==> config.mk <==
export PLATFORM = sky130hd
export DESIGN_NAME = alu_ctrl_fsm
export DESIGN_NICKNAME = d
export VERILOG_FILES = /design/src/rtl/alu_ctrl_pkg.sv /design/src/rtl/alu_ctrl_decode.sv /design/src/rtl/alu_ctrl_fsm.sv
export SDC_FILE = /design/constraint.sdc
export NUM_CORES = 1
export LEC_CHECK = 0
export CAP_MARGIN = 0
export CORE_UTILIZATION = 45
export CTS_CLUSTER_SIZE = 24
export DETAILED_ROUTE_END_ITERATION = 8
export DONT_BUFFER_PORTS = 1
export PLACE_DENSITY = 0.68
export SYNTH_ARGS = -nofsm -noshare
export SYNTH_HDL_FRONTEND = slang
export SYNTH_HIERARCHICAL = 1
export SYNTH_SLANG_ARGS = --single-unit
export TNS_END_PERCENT = 20
==> constraint.sdc <==
create_clock -name clk -period 2.55 [get_ports clk]
set_input_delay 0.51 -clock clk [delete_from_list [all_inputs] [get_ports clk]]
set_output_delay 0.51 -clock clk [all_outputs]
set_load 0.02 [all_outputs]
==> src/rtl/alu_ctrl_pkg.sv <==
// Shared encodings for the multicycle ALU control unit.
// Build option: ALU_CTRL_ILLEGAL_TRAP_EN (see alu_ctrl_fsm).
package alu_ctrl_pkg;

    localparam int OPC_LSB = 12;
    localparam int RD_LSB  = 8;
    localparam int RA_LSB  = 4;
    localparam int RB_LSB  = 0;
    localparam int IMM_LSB = 0;
    localparam int TGT_LSB = 0;

    localparam logic [3:0] OP_LDI  = 4'b1000;
    localparam logic [3:0] OP_JMP  = 4'b1001;
    localparam logic [3:0] OP_JZ   = 4'b1010;
    localparam logic [3:0] OP_JC   = 4'b1011;
    localparam logic [3:0] OP_JS   = 4'b1100;
    localparam logic [3:0] OP_HALT = 4'b1101;
    localparam logic [3:0] OP_ILL0 = 4'b1110;
    localparam logic [3:0] OP_ILL1 = 4'b1111;

    // {L,ALUOp} as seen by the ALU
    localparam logic [2:0] ALU_ADD   = 3'b000;
    localparam logic [2:0] ALU_SUB   = 3'b001;
    localparam logic [2:0] ALU_PASSA = 3'b010;
    localparam logic [2:0] ALU_NEGB  = 3'b011;
    localparam logic [2:0] ALU_AND   = 3'b100;
    localparam logic [2:0] ALU_OR    = 3'b101;
    localparam logic [2:0] ALU_XOR   = 3'b110;
    localparam logic [2:0] ALU_NOTA  = 3'b111;

    typedef enum logic [2:0] {
        FETCH,
        DECODE,
        EXEC,
        HALT,
        TRAP
    } state_t;

    typedef enum logic [1:0] {
        BR_NONE,
        BR_Z,
        BR_C,
        BR_S
    } br_cond_t;

    typedef struct packed {
        logic       is_alu;
        logic       is_ldi;
        logic       is_jmp;
        br_cond_t   br_cond;
        logic       is_halt;
        logic       is_illegal;
        logic       alu_l;
        logic [1:0] alu_op;
    } dec_t;

    // flags are ordered {z, c, s}
    function automatic logic br_taken(input br_cond_t c,
                                      input logic [2:0] flags);
        case (c)
            BR_Z:    return flags[2];
            BR_C:    return flags[1];
            BR_S:    return flags[0];
            default: return 1'b0;
        endcase
    endfunction

endpackage

==> src/rtl/alu_ctrl_decode.sv <==
// Combinational opcode classifier for the ALU control unit.
// Opcodes 1110/1111 flag is_illegal only with ALU_CTRL_ILLEGAL_TRAP_EN.
module alu_ctrl_decode
    import alu_ctrl_pkg::*;
(
    input  logic [3:0] opcode,
    output dec_t       dec
);

    always_comb begin
        dec = '0;
        if (!opcode[3]) begin
            dec.is_alu = 1'b1;
            {dec.alu_l, dec.alu_op} = opcode[2:0];
        end else begin
            unique case (opcode)
                OP_LDI:  dec.is_ldi  = 1'b1;
                OP_JMP:  dec.is_jmp  = 1'b1;
                OP_JZ:   dec.br_cond = BR_Z;
                OP_JC:   dec.br_cond = BR_C;
                OP_JS:   dec.br_cond = BR_S;
                OP_HALT: dec.is_halt = 1'b1;
                OP_ILL0, OP_ILL1: begin
`ifdef ALU_CTRL_ILLEGAL_TRAP_EN
                    dec.is_illegal = 1'b1;
`endif
                end
                default: dec = '0;
            endcase
        end
    end

endmodule

==> src/rtl/alu_ctrl_fsm.sv <==
// Multicycle FETCH/DECODE/EXEC controller driving the 4-bit ALU datapath.
// Define ALU_CTRL_ILLEGAL_TRAP_EN to trap on opcodes 1110/1111.
module alu_ctrl_fsm
    import alu_ctrl_pkg::*;
#(
    parameter int DATA_W  = 4,
    parameter int PC_W    = 8,
    parameter int INSTR_W = 16
) (
    input  logic               clk,
    input  logic               reset,
    output logic               imem_req,
    output logic [PC_W-1:0]    imem_addr,
    input  logic               imem_ack,
    input  logic [INSTR_W-1:0] imem_data,
    output logic [3:0]         rf_ra,
    output logic [3:0]         rf_rb,
    output logic [3:0]         rf_wa,
    output logic               rf_we,
    output logic               rf_wsel,
    output logic [DATA_W-1:0]  imm,
    output logic [1:0]         alu_op,
    output logic               alu_l,
    input  logic               alu_zero,
    input  logic               alu_carry,
    input  logic               alu_sign,
    output logic               flag_z,
    output logic               flag_c,
    output logic               flag_s,
    output logic               halted,
    output logic               illegal
);

    state_t             state_q, state_d;
    logic [PC_W-1:0]    pc_q, pc_d;
    logic [INSTR_W-1:0] instr_q, instr_d;
    logic [2:0]         flags_q, flags_d;
    logic               req_q, req_d;
    logic               we_q, we_d;
    logic               wsel_q, wsel_d;
    logic [1:0]         op_q, op_d;
    logic               l_q, l_d;
    logic               halted_q, halted_d;
    logic               illegal_q, illegal_d;

    dec_t               dec;
    logic [PC_W-1:0]    target;

    alu_ctrl_decode u_dec (
        .opcode (instr_q[OPC_LSB +: 4]),
        .dec    (dec)
    );

    assign target = instr_q[TGT_LSB +: PC_W];

    always_comb begin
        state_d   = state_q;
        pc_d      = pc_q;
        instr_d   = instr_q;
        flags_d   = flags_q;
        req_d     = 1'b0;
        we_d      = 1'b0;
        wsel_d    = 1'b0;
        op_d      = 2'b00;
        l_d       = 1'b0;
        halted_d  = halted_q;
        illegal_d = illegal_q;
        case (state_q)
            FETCH: begin
                req_d = 1'b1;
                // gating on req_q drops any ack left over from before reset
                if (req_q && imem_ack) begin
                    instr_d = imem_data;
                    state_d = DECODE;
                    req_d   = 1'b0;
                end
            end
            DECODE: begin
                state_d = EXEC;
                we_d    = dec.is_alu | dec.is_ldi;
                wsel_d  = dec.is_ldi;
                op_d    = dec.alu_op;
                l_d     = dec.alu_l;
            end
            EXEC: begin
                state_d = FETCH;
                req_d   = 1'b1;
                pc_d    = pc_q + PC_W'(1);
                if (dec.is_alu)
                    flags_d = {alu_zero, alu_carry, alu_sign};
                if (dec.is_jmp || br_taken(dec.br_cond, flags_q))
                    pc_d = target;
                if (dec.is_halt) begin
                    state_d  = HALT;
                    req_d    = 1'b0;
                    halted_d = 1'b1;
                    pc_d     = pc_q;
                end
                if (dec.is_illegal) begin
                    state_d   = TRAP;
                    req_d     = 1'b0;
                    illegal_d = 1'b1;
                    pc_d      = pc_q;
                end
            end
            HALT, TRAP: state_d = state_q;
            default:    state_d = FETCH;
        endcase
    end

    always_ff @(posedge clk) begin
        if (reset) begin
            state_q   <= FETCH;
            pc_q      <= '0;
            instr_q   <= '0;
            flags_q   <= '0;
            req_q     <= 1'b0;
            we_q      <= 1'b0;
            wsel_q    <= 1'b0;
            op_q      <= 2'b00;
            l_q       <= 1'b0;
            halted_q  <= 1'b0;
            illegal_q <= 1'b0;
        end else begin
            state_q   <= state_d;
            pc_q      <= pc_d;
            instr_q   <= instr_d;
            flags_q   <= flags_d;
            req_q     <= req_d;
            we_q      <= we_d;
            wsel_q    <= wsel_d;
            op_q      <= op_d;
            l_q       <= l_d;
            halted_q  <= halted_d;
            illegal_q <= illegal_d;
        end
    end

    assign imem_req  = req_q;
    assign imem_addr = pc_q;
    assign rf_ra     = instr_q[RA_LSB +: 4];
    assign rf_rb     = instr_q[RB_LSB +: 4];
    assign rf_wa     = instr_q[RD_LSB +: 4];
    assign imm       = instr_q[IMM_LSB +: DATA_W];
    assign rf_we     = we_q;
    assign rf_wsel   = wsel_q;
    assign alu_op    = op_q;
    assign alu_l     = l_q;
    assign flag_z    = flags_q[2];
    assign flag_c    = flags_q[1];
    assign flag_s    = flags_q[0];
    assign halted    = halted_q;
    assign illegal   = illegal_q;

endmodule
==> impl_results.md <==
- Dpl cell area: 0.00171 mm²
- Worst-margin pin slew: 0.614 ns
- Synth Cell Area: 0.00183 mm²
- Period utilisation layout: 0.808
- RSZ-0062 raised after global routing: no
- Synth Warn #: 6
- Maximum fanout along the worst path: 15
- Fill count: 345
- Grt total ovfl: 0
- Highest clock rate: 486 MHz
- Hold Fails Final Rpt: 0
- Commonest cells after routing, fill and taps aside: nand2_1, dfxtp_1, a21oi_1
- Final setup viols: 0
- Clock sink count: 38
- Initial antenna violation count: 0
- Vias per inst: 5.37
- Area growth syn-to-layout: -1.44%
- Tmin final: 2.06 ns
- Leakage Power: 0.632 nW
- Post-layout util: 0.478
- Reg2reg setup slack: 0.49 ns
- H-tree levels: 2
- Core area: 0.00377 mm²
- I/O pin count: 57
- CTS Buf Count: 5
- Total Power: 1.14 mW
- Final layout net count: 220
- Die X: 65.8 µm
- GRT Util Overall: 0.189
- WP data required: 2.72 ns
- VDD IR max: 0.000489 V
- Status: finished clean
- Slew margin rel.: 0.589
- Syn Nets: 238
- Post-layout instance area: 0.00180 mm²
- Final-report max-slew violation count: 0
- Post-synthesis sequential area ratio: 0.416
- Setup crit end kind: register
- Worst-skew pair later-pin latency: 0.29 ns
- DRC violations left: 0
- Synth Area per Inst: 8.51 µm²
- Vias in the first global route: 1198
- CTS Hold Bufs: 0
- WL/cell: 14.6 µm
- Crit start category: register
- Post-CTS Setup Repair Bufs: 0
- Initial Util: 0.485
- Num rows: 22
- Worst Slack Setup Final: 0.491 ns
- TNS Setup: 0 ns
- Mapped Cells: 215
- First-pass GRT wire length: 6000 µm
- # resized after CTS: 0
- Post-DP HPWL: 2480 µm
- Via count: 1322
- Die ar.: 0.00432 mm²
- Port Buffers: 0
- Die Y: 65.8 µm
- Synth top area share: 0.416
- N_diodes: 0
- PwrDens: 631 mW/mm²
- Final ANT Viol Nets: 0
- Seq cells post-synth: 38
- Number of synthesized flops with an enable pin: 0
- Synth area leaders: dfxtp_1, nand2_1, buf_4
- CTS root buf: clkbuf_8
- GP Congestion: 0.756
- DRT iter0 DRCs: 48
- Top FF cell, synth: dfxtp_1
- Most common cell after layout, fill and taps aside: nand2_1
- Slowest cell delay on critical path: 0.45 ns
- Crit path kind: reg2reg
- Place WS: 0.492 ns
- Storage element area: 761 µm²
- Clock skew: 0.00740 ns
- Synth area leader: dfxtp_1
- Critical Path, Cell by Cell: nand2b_1 > o22ai_1 > mux2_2 > a221oi_2 > buf_4 > mux2i_1 > a221oi_2
- Crit-path slowest cell: dfxtp_1
- CTS tree: yes
- Synth unique cells: 39
- Largest net degree at the start of global routing: 36
- Multi-input logic area: 846 µm²
- Share of layout cells above drive strength 1: 0.106
- Clock-pin slew on the worst setup and hold paths: 0.08 ns
- Crit path arrival time: 2.23 ns
- Routed WL: 3590 µm
- Max Buffers Root-to-Sink: 2
- HP Class: in2reg
- Drt first pass iters: 4
- Fraction of registers with async set/reset: 0
- Max Cap Viol: 0
- Crit path max-delay family: multiplexers
- Crit path top cell by count: a221oi_2
- Buf+Inv Stages, Crit Path: 1
## worst paths after layout
| kind | startpoint | endpoint | depth (start not counted) |
|---|---|---|---|
| worst min-delay path | reset | imem_addr[4] | 1 |
| worst max-delay path | instr_q[13] | imem_addr[4] | 7 |
| worst max register to register | instr_q[13] | imem_addr[4] | 7 |
| worst min register to register | instr_q[13] | instr_q[13] | 2 |
## stage by stage
| step | instances | hold WS (ns) |
|---|---|---|
| 3_5_place_dp | 238 | 0.537 |
| 2_1_floorplan | 215 | 0.437 |
| 6_report | 246 | 0.282 |
| 3_3_place_gp | 238 | 0.523 |
| 4_1_cts | 246 | 0.266 |
| 5_1_grt | 246 | 0.253 |
## where the power goes
part,switching (mW),total [mW],internal [mW]
combinational,0.0324,0.0571,0.0247
sequential,0.0448,0.657,0.612
clock,0.206,0.424,0.218
total,0.284,1.14,0.855
## cells by family (layout without fill, tap and decap cells)
kind of cell | count (synthesis) | count (layout) | share of synthesized area
adder cells (fa/ha/maj) | 1 | 1 | 0.00684
multiplexers | 12 | 12 | 0.0670
other | 1 | 1 | 0.00205
buffers and inverters | 35 | 18 | 0.122
AND/OR/NAND/NOR | 88 | 88 | 0.249
flip-flops | 38 | 38 | 0.416
AO/OA/AOI/OAI | 40 | 40 | 0.137
## Yosys cell counts, types with 2 or more instances
cell / n
dfxtp_1: 38
nand3b_1: 2
clkbuf_1: 5
nor2_1: 8
nor2b_1: 3
a211oi_1: 2
a21oi_1: 26
nand2_1: 40
nor3_1: 6
inv_1: 7
nand3_1: 6
buf_6: 3
a221oi_2: 2
or3_1: 2
mux2_2: 2
nand2b_1: 4
buf_4: 18
o32ai_1: 5
mux2i_1: 10
and2b_2: 3
and2_1: 5
## worst register-to-register path, cell delays in order (launching register included)
cell,delay (ns)
dfxtp_1,0.45
nand2b_1,0.12
o22ai_1,0.21
mux2_2,0.36
a221oi_2,0.20
buf_4,0.26
mux2i_1,0.25
a221oi_2,0.08
## cell type report
class | instances | share of cell area
Timing Repair Buffer | 2 | 0.00833
Tap cell | 48 | 0.0333
Clock buffer | 7 | 0.0479
Sequential cell | 38 | 0.422
Clock inverter | 1 | 0.00278
Multi-Input combinational cell | 142 | 0.469
Inverter | 8 | 0.0167
## per-layer routing
layer  GRT usage  vias to the layer above  wire [µm]
met5           0                        -          0
met4      0.0734                        0         55
met3      0.0781                        4        245
met2       0.279                       37       1600
met1       0.243                      601       1700
li1            -                      680          -
## registers in the layout (all words and copies together) (netlist names), 2 cells and up
name / cells
instr_q: 16
imem_addr: 8
flags_q: 3
state_q: 3
alu_op: 2
Power figures use the tool's default switching activity.
